[src/rtl/regfile_wb_arbiter_pkg.sv]
// regfile_wb_arbiter_pkg: shared widths, requester ids and writeback request type
package regfile_wb_arbiter_pkg;
    localparam int XLEN = 64;
    localparam int AW = 5;
    localparam logic [AW-1:0] REG_ZERO = '0;
    localparam int REQ_ALU = 0;
    localparam int REQ_LD = 1;
    typedef struct packed {
        logic valid;
        logic [AW-1:0] rd;
        logic [XLEN-1:0] data;
    } wb_req_t;
    function automatic logic is_real(wb_req_t r);
        return r.valid && r.rd != REG_ZERO;
    endfunction
    function automatic logic is_x0(wb_req_t r);
        return r.valid && r.rd == REG_ZERO;
    endfunction
endpackage

[src/rtl/regfile_wb_arbiter_if.sv]
// regfile_wb_arbiter_if: requester handshakes, register-file write/read ports and bypass outputs
interface regfile_wb_arbiter_if;
    import regfile_wb_arbiter_pkg::*;
    logic alu_valid;
    logic [AW-1:0] alu_rd;
    logic [XLEN-1:0] alu_data;
    logic alu_ready;
    logic ld_valid;
    logic [AW-1:0] ld_rd;
    logic [XLEN-1:0] ld_data;
    logic ld_ready;
    logic RegWrite;
    logic [AW-1:0] RD;
    logic [XLEN-1:0] WriteData;
    logic [AW-1:0] RS1, RS2;
    logic [XLEN-1:0] ReadData1, ReadData2;
    logic [XLEN-1:0] Byp1, Byp2;
    logic [15:0] wb_count;
    modport slave (
        input alu_valid, alu_rd, alu_data, ld_valid, ld_rd, ld_data, RS1, RS2, ReadData1, ReadData2,
        output alu_ready, ld_ready, RegWrite, RD, WriteData, Byp1, Byp2, wb_count
    );
    modport master (
        output alu_valid, alu_rd, alu_data, ld_valid, ld_rd, ld_data, RS1, RS2, ReadData1, ReadData2,
        input alu_ready, ld_ready, RegWrite, RD, WriteData, Byp1, Byp2, wb_count
    );
endinterface

[src/rtl/regfile_wb_arbiter_rr_arb2.sv]
// rr_arb2: two-way round-robin grant; rr_last_i=1 means requester 0 wins a tie
module rr_arb2 (
    input  logic [1:0] req_i,
    input  logic       rr_last_i,
    output logic [1:0] gnt_o
);
    assign gnt_o[0] = req_i[0] && (!req_i[1] || rr_last_i);
    assign gnt_o[1] = req_i[1] && (!req_i[0] || !rr_last_i);
endmodule

[src/rtl/regfile_wb_arbiter.sv]
// regfile_wb_arbiter: shares the register-file write port between ALU and load unit
// with round-robin arbitration, x0 filtering, a registered write stage and read bypass.
module regfile_wb_arbiter
    import regfile_wb_arbiter_pkg::*;
(
    input logic clk,
    input logic reset,
    regfile_wb_arbiter_if.slave bus
);
    wb_req_t req [2];
    logic [1:0] want, x0, gnt;
    logic reg_write_q, reg_write_d;
    logic [AW-1:0] rd_q, rd_d;
    logic [XLEN-1:0] wdata_q, wdata_d;
    logic [15:0] cnt_q, cnt_d;
    logic rr_last_q, rr_last_d;

    always_comb begin
        req[REQ_ALU] = '{valid: bus.alu_valid, rd: bus.alu_rd, data: bus.alu_data};
        req[REQ_LD] = '{valid: bus.ld_valid, rd: bus.ld_rd, data: bus.ld_data};
        for (int i = 0; i < 2; i++) begin
            want[i] = is_real(req[i]);
            x0[i] = is_x0(req[i]);
        end
    end

    rr_arb2 u_arb (.req_i(want), .rr_last_i(rr_last_q), .gnt_o(gnt));

    // x0 writes are acknowledged without touching the port or the arbitration state
    assign bus.alu_ready = !reset && (x0[REQ_ALU] || gnt[REQ_ALU]);
    assign bus.ld_ready = !reset && (x0[REQ_LD] || gnt[REQ_LD]);

    always_comb begin
        reg_write_d = |gnt;
        rd_d = gnt[REQ_LD] ? req[REQ_LD].rd : gnt[REQ_ALU] ? req[REQ_ALU].rd : rd_q;
        wdata_d = gnt[REQ_LD] ? req[REQ_LD].data : gnt[REQ_ALU] ? req[REQ_ALU].data : wdata_q;
        cnt_d = |gnt ? cnt_q + 16'd1 : cnt_q;
        rr_last_d = &want ? gnt[REQ_LD] : rr_last_q;
    end

    always_ff @(posedge clk or posedge reset) begin
        if (reset) begin
            reg_write_q <= 1'b0;
            rd_q <= '0;
            wdata_q <= '0;
            cnt_q <= '0;
            rr_last_q <= 1'b1;
        end else begin
            reg_write_q <= reg_write_d;
            rd_q <= rd_d;
            wdata_q <= wdata_d;
            cnt_q <= cnt_d;
            rr_last_q <= rr_last_d;
        end
    end

    assign bus.RegWrite = reg_write_q;
    assign bus.RD = rd_q;
    assign bus.WriteData = wdata_q;
    assign bus.wb_count = cnt_q;
    // the in-flight write is not yet visible in the register file, so forward it
    assign bus.Byp1 = (reg_write_q && rd_q == bus.RS1 && bus.RS1 != REG_ZERO) ? wdata_q : bus.ReadData1;
    assign bus.Byp2 = (reg_write_q && rd_q == bus.RS2 && bus.RS2 != REG_ZERO) ? wdata_q : bus.ReadData2;
endmodule

[src/flat_wrapper.sv]
// flat-port wrapper written by rule: the top's interface ports become plain ports
module regfile_wb_arbiter_flat import regfile_wb_arbiter_pkg::*;
  (clk, reset, bus_alu_valid, bus_alu_rd, bus_alu_data, bus_ld_valid, bus_ld_rd, bus_ld_data, bus_RS1, bus_RS2, bus_ReadData1, bus_ReadData2, bus_alu_ready, bus_ld_ready, bus_RegWrite, bus_RD, bus_WriteData, bus_Byp1, bus_Byp2, bus_wb_count);
  regfile_wb_arbiter_if bus_i ();
  input logic clk;
  input logic reset;
  input wire logic [$bits(bus_i.alu_valid)-1:0] bus_alu_valid;
  input wire logic [$bits(bus_i.alu_rd)-1:0] bus_alu_rd;
  input wire logic [$bits(bus_i.alu_data)-1:0] bus_alu_data;
  input wire logic [$bits(bus_i.ld_valid)-1:0] bus_ld_valid;
  input wire logic [$bits(bus_i.ld_rd)-1:0] bus_ld_rd;
  input wire logic [$bits(bus_i.ld_data)-1:0] bus_ld_data;
  input wire logic [$bits(bus_i.RS1)-1:0] bus_RS1;
  input wire logic [$bits(bus_i.RS2)-1:0] bus_RS2;
  input wire logic [$bits(bus_i.ReadData1)-1:0] bus_ReadData1;
  input wire logic [$bits(bus_i.ReadData2)-1:0] bus_ReadData2;
  output wire logic [$bits(bus_i.alu_ready)-1:0] bus_alu_ready;
  output wire logic [$bits(bus_i.ld_ready)-1:0] bus_ld_ready;
  output wire logic [$bits(bus_i.RegWrite)-1:0] bus_RegWrite;
  output wire logic [$bits(bus_i.RD)-1:0] bus_RD;
  output wire logic [$bits(bus_i.WriteData)-1:0] bus_WriteData;
  output wire logic [$bits(bus_i.Byp1)-1:0] bus_Byp1;
  output wire logic [$bits(bus_i.Byp2)-1:0] bus_Byp2;
  output wire logic [$bits(bus_i.wb_count)-1:0] bus_wb_count;
  assign bus_i.alu_valid = bus_alu_valid;
  assign bus_i.alu_rd = bus_alu_rd;
  assign bus_i.alu_data = bus_alu_data;
  assign bus_i.ld_valid = bus_ld_valid;
  assign bus_i.ld_rd = bus_ld_rd;
  assign bus_i.ld_data = bus_ld_data;
  assign bus_i.RS1 = bus_RS1;
  assign bus_i.RS2 = bus_RS2;
  assign bus_i.ReadData1 = bus_ReadData1;
  assign bus_i.ReadData2 = bus_ReadData2;
  assign bus_alu_ready = bus_i.alu_ready;
  assign bus_ld_ready = bus_i.ld_ready;
  assign bus_RegWrite = bus_i.RegWrite;
  assign bus_RD = bus_i.RD;
  assign bus_WriteData = bus_i.WriteData;
  assign bus_Byp1 = bus_i.Byp1;
  assign bus_Byp2 = bus_i.Byp2;
  assign bus_wb_count = bus_i.wb_count;
  regfile_wb_arbiter u_core (.clk(clk), .reset(reset), .bus(bus_i));
endmodule
[config.mk]
export PLATFORM = sky130hd
export DESIGN_NAME = regfile_wb_arbiter_flat
export DESIGN_NICKNAME = d
export VERILOG_FILES = /design/src/rtl/regfile_wb_arbiter_pkg.sv /design/src/rtl/regfile_wb_arbiter_if.sv /design/src/rtl/regfile_wb_arbiter_rr_arb2.sv /design/src/rtl/regfile_wb_arbiter.sv /design/src/flat_wrapper.sv
export SDC_FILE = /design/constraint.sdc
export NUM_CORES = 1
export LEC_CHECK = 0
export ABC_AREA = 1
export CORE_AREA = 2 2 191 193
export CTS_BUF_LIST = sky130_fd_sc_hd__clkbuf_16
export DETAILED_ROUTE_END_ITERATION = 6
export DIE_AREA = 0 0 193 195
export PLACE_DENSITY = 0.47
export RECOVER_POWER = 100
export SYNTH_ARGS = -nofsm -noshare
export SYNTH_HDL_FRONTEND = slang
export SYNTH_SLANG_ARGS = --single-unit
export TNS_END_PERCENT = 30
[constraint.sdc]
create_clock -name clk -period 4.8 [get_ports clk]
set_input_delay 1.2 -clock clk [delete_from_list [all_inputs] [get_ports clk]]
set_output_delay 1.2 -clock clk [all_outputs]
set_load 0.02 [all_outputs]
# Word level (Yosys, flattened, before mapping)
# Cells that the tools add are included.
totals:
  register_bits: 87
  in_bits: 280
  out_inout_bits: 216
  wordCells: 43
classes:
  addsub: 1
  eq_ne: 2
  n_mux: 6
  n_reduce_logical: 29
op_table:
  columns: ["operator", "count"]
  rows:
  - ["$mux W64", 4]
  - ["$reduce_bool A5 Y1", 4]
  - ["$add A16 B1 Y16 const B", 1]
  - ["$logic_and A1 B1 Y1", 12]
  - ["$eq A5 B5 Y1", 2]
  - ["$logic_not A5 Y1", 2]
  - ["$mux W5", 2]
  - ["$logic_not A1 Y1", 4]
  - ["$logic_or A1 B1 Y1", 4]
  - ["$reduce_and A2 Y1", 1]
  - ["$reduce_bool A2 Y1", 1]
  - ["$reduce_or A2 Y1", 1]

# Logic depth before layout (Yosys ltp)
logic_depth:
  depth_word: 7
  ltp_mapped: 10
  mapped_depth_nobuf: 9

# By module
# Synthesis repeated with hierarchy kept, for this count alone.
unflattened:
  hier_cells: 972
  area_unflattened_um2: 6394.9
modules_own_cells:
  columns: ["module", "n_inst", "cells_each", "area_per_inst_um2", "seq_area_each_um2"]
  rows:
  - ["regfile_wb_arbiter", 1, 968, 6367.4, 2178.3]
  - ["rr_arb2", 1, 4, 27.5, 0.0]

# Worst setup path after synthesis
# OpenSTA, ideal clock, no wires.
synth_path:
  path_type: "input to output"
  from: "input port reset"
  to: "output port bus_alu_ready"
  arrival_ns: 3.569
  path_slack_ns: 0.031
  cell_stages: 3
  path_cell_list: "inv_1 -> nand2_1 -> a31oi_1"
synth_via:
  elab_chain_cells: 2
synth_rtl:
  columns: ["element", "line", "text"]
  rows:
  - ["start, declared", "flat_wrapper.sv:6", "input logic reset;"]
  - ["$logic_not A1 Y1", "regfile_wb_arbiter.sv:30", "assign bus.alu_ready = !reset && (x0[REQ_ALU] || gnt[REQ_ALU]);"]
  - ["$logic_and A1 B1 Y1", "regfile_wb_arbiter.sv:30", null]
  - ["end, declared", "flat_wrapper.sv:17", "output wire logic [$bits(bus_i.alu_ready)-1:0] bus_alu_ready;"]
# No other way between the ends.

# Worst setup path in the final report
layout_path:
  from: "input port bus_RS2[2]"
  to: "output port bus_Byp2[48]"
layout_via:
  elab_chain_cells: 4
  word_cells_on_any_way: 5
layout_rtl:
  columns: ["element", "line", "text"]
  rows:
  - ["start, declared", "flat_wrapper.sv:14", "input wire logic [$bits(bus_i.RS2)-1:0] bus_RS2;"]
  - ["$eq A5 B5 Y1", "regfile_wb_arbiter.sv:63", "assign bus.Byp2 = (reg_write_q && rd_q == bus.RS2 && bus.RS2 != REG_ZERO) ? wdata_q : bus.ReadData2;"]
  - ["$logic_and A1 B1 Y1", "regfile_wb_arbiter.sv:63", null]
  - ["$logic_and A1 B1 Y1 (*)", "regfile_wb_arbiter.sv:63", null]
  - ["$mux W64 (*)", "regfile_wb_arbiter.sv:63", null]
  - ["end, declared", "flat_wrapper.sv:23", "output wire logic [$bits(bus_i.Byp2)-1:0] bus_Byp2;"]
# Every way passes the cells marked *; elsewhere a longest branch is shown, timed or not.

==> flow_summary.json <==
{
  "grt_pass1_vias": 8624,
  "cts_setup_buffers": 0,
  "fp.dieH_um": 195,
  "clk_latency_ns": 0.35,
  "min_to": "u_core.bus.wb_count[6]",
  "layout_min_cycle_time_ns": 4.63,
  "gp_congestion": 0.816,
  "ant_nets": 0,
  "dieArea_um2": 37600,
  "synth_area_leaders": "nand2_1, dfrtp_1, nand3_1, inv_1, buf_6",
  "syn_avg_cell_area_um2": 5.93,
  "worstSetupStartpointType": "input pin",
  "period_share_pct": 96.5,
  "io-pin-count": 496,
  "grt_overflow": 0,
  "drive_above_1_share_pct": 2.92,
  "yosys_warnings": 0,
  "drc": 0,
  "critical_path_required_ns": 3.60,
  "cts_root_buffer": "clkbuf_16",
  "r2r-start": "u_core.rr_last_q",
  "r2r_cells": 6,
  "synth-edff-count": 0,
  "yosysTopAreaCellShare_pct": 31.2,
  "final_common_cell": "nand2_1",
  "cts_buffers": 9,
  "clockBufferDepth": 2,
  "p_leak_nw": 6.40,
  "power_density_nw_per_um2": 278,
  "hold_viol_final": 0,
  "violations": "max-capacitance violations, max-slew violations",
  "syn2layout_area_growth_pct": 79.0,
  "vias": 8895,
  "cts-resized-gates": 0,
  "relSlewSlack_pct": -74.2,
  "ys_ff_latch": 87,
  "worstHoldPathCells": 1,
  "fill_cells": 3872,
  "rows": 69,
  "cts_tree": "done",
  "ys.flop_type": "dfrtp_1",
  "netlist_area_um2": 7040,
  "synthArstFlopShare_pct": 100,
  "finalWirelength_mm": 36.3,
  "clock_skew_ns": 0.00690,
  "clock.fmax_mhz": 216,
  "ir_worst_vdd_mv": 0.199,
  "endpoint_kind": "output port",
  "ys_types": 31,
  "hold_slack_ns": 0.533,
  "fp.dieW_um": 193,
  "fin_nets": 1922,
  "setup_violations": 0,
  "holdCritStartpoint": "u_core.bus.wb_count[6]",
  "clock-sinks": 87,
  "arrival_ns": 3.43,
  "grt_antenna_before_repair": 4,
  "hold_path_class": "reg -> reg",
  "place_hpwl_mm": 27.1,
  "r2r-end": "u_core.bus.WriteData[33]",
  "finalMaxSlewViolations": 101,
  "rsz0062_at_grt": "false",
  "synth-seq-area-share_pct": 30.9,
  "grt_pass1_wl_mm": 53.7,
  "port-buffer-count": 495,
  "crit_fanout": 30,
  "grt_max_degree": 77,
  "clk_pin_slew_ns": 0.08,
  "synth_cells": 1187,
  "final_cell_mix": "nand2_1, clkdlybuf4s50_1, nand3_1",
  "path_class": "in -> out",
  "status": "finished, violations left",
  "rrSetupSlack_ns": 2.86,
  "core_um2": 35400,
  "via_per_inst": 4.22,
  "cap_violations": 2,
  "ctsHoldBuffers": 0,
  "yosys.area.top_type": "nand2_1",
  "dr.pass1.iters": 5,
  "h-tree-depth": 3,
  "routedWlPerCell_um": 17.2,
  "setup_tns_ns": 0,
  "tightest_slew_ns": 2.61,
  "track_usage_pct": 18.7,
  "start_util_pct": 19.9,
  "synth_nets": 1468,
  "drt_iter0_drc": 407
}
cell usage after synthesis (2+ instances only):
library cell	n
a21oi_1	3
buf_1	5
buf_2	21
buf_4	8
buf_6	28
clkbuf_1	8
dfrtp_1	86
inv_1	155
inv_2	4
nand2_1	585
nand2_2	4
nand2_4	3
nand3_1	214
nand3_2	2
nand4_1	6
nor2_1	22
nor2_2	2
nor3_1	4
o21ai_0	3
xnor2_1	9
xor2_1	5
cells by family after synthesis:
family          after synthesis  synth area share [%]
buf+inv                     229                  16.0
compound gates                9                 0.675
simple gates                847                  50.5
xor+xnor                     14                  1.74
flops                        87                  30.9
fa+ha+maj                     1                 0.178
metrics by stage:
stage	instances	worst slack [ns]	total power, mW	utilization [%]	cell area [um^2]
after detailed placement	2091	0.234	2.89	34.8	12300
after global routing	2110	0.0401	3.74	35.6	12600
after CTS	2107	0.233	3.67	35.6	12600
after global placement	2091	0.231	2.90	34.8	12300
after floorplan	1187	0.0309	1.92	-	7040
final	2110	0.166	3.51	35.6	12600
registers in the layout, summed over array words and instances (netlist names):
register / cells
u_core.rr_last_q: 1
u_core.bus.RD: 5
u_core.bus.wb_count: 16
u_core.bus.WriteData: 64
u_core.bus.RegWrite: 1
layout make-up:
cell class                      count  area [um^2]  share of cell area (%)
Clock inverter                      7         78.8                   0.625
Timing Repair Buffer              513         5200                    41.2
Tap cell                          461          577                    4.58
Antenna cell                        3         7.51                  0.0596
Sequential cell                    87         2180                    17.3
Inverter                          159          598                    4.75
Multi-Input combinational cell    871         3740                    29.7
Clock buffer                        9          225                    1.79
metal layers:
layer	part of all wire [%]	global-route usage, %	vias up
li1	-	-	4507
met1	40	22.3	4063
met2	52	34.5	289
met3	6.1	3.20	34
met4	1.7	4.49	2
met5	0.033	0	-
power breakdown:
group | total (mW) | internal, mW | switching, mW
logic | 1.68 | 0.736 | 0.941
registers | 1.08 | 0.875 | 0.207
clock network | 0.750 | 0.411 | 0.339
how the worst max path moves through the flow:
| stage | start | endpoint | slack [ns] | cells past startpoint |
|---|---|---|---|---|
| final | bus_RS2[2] | bus_Byp2[48] | 0.17 | 8 |
| after global routing | bus_RS2[2] | bus_Byp2[48] | 0.04 | 8 |
| after CTS | bus_RS2[2] | bus_Byp2[51] | 0.23 | 8 |
| after detailed placement | bus_RS2[2] | bus_Byp2[51] | 0.23 | 8 |
| after global placement | bus_RS2[2] | bus_Byp2[43] | 0.23 | 8 |
| after floorplan | reset | bus_alu_ready | 0.03 | 3 |
critical path, cell delays in order:
cell and delay, ns:
clkdlybuf4s50_1 0.50, nor2_1 0.05, a21oi_1 0.13, or2_2 0.19, buf_4 0.42, nand3_1 0.16
nand2_1 0.09, dlygate4sd3_1 0.67
Note: power is estimated with default switching activity, not from simulation.
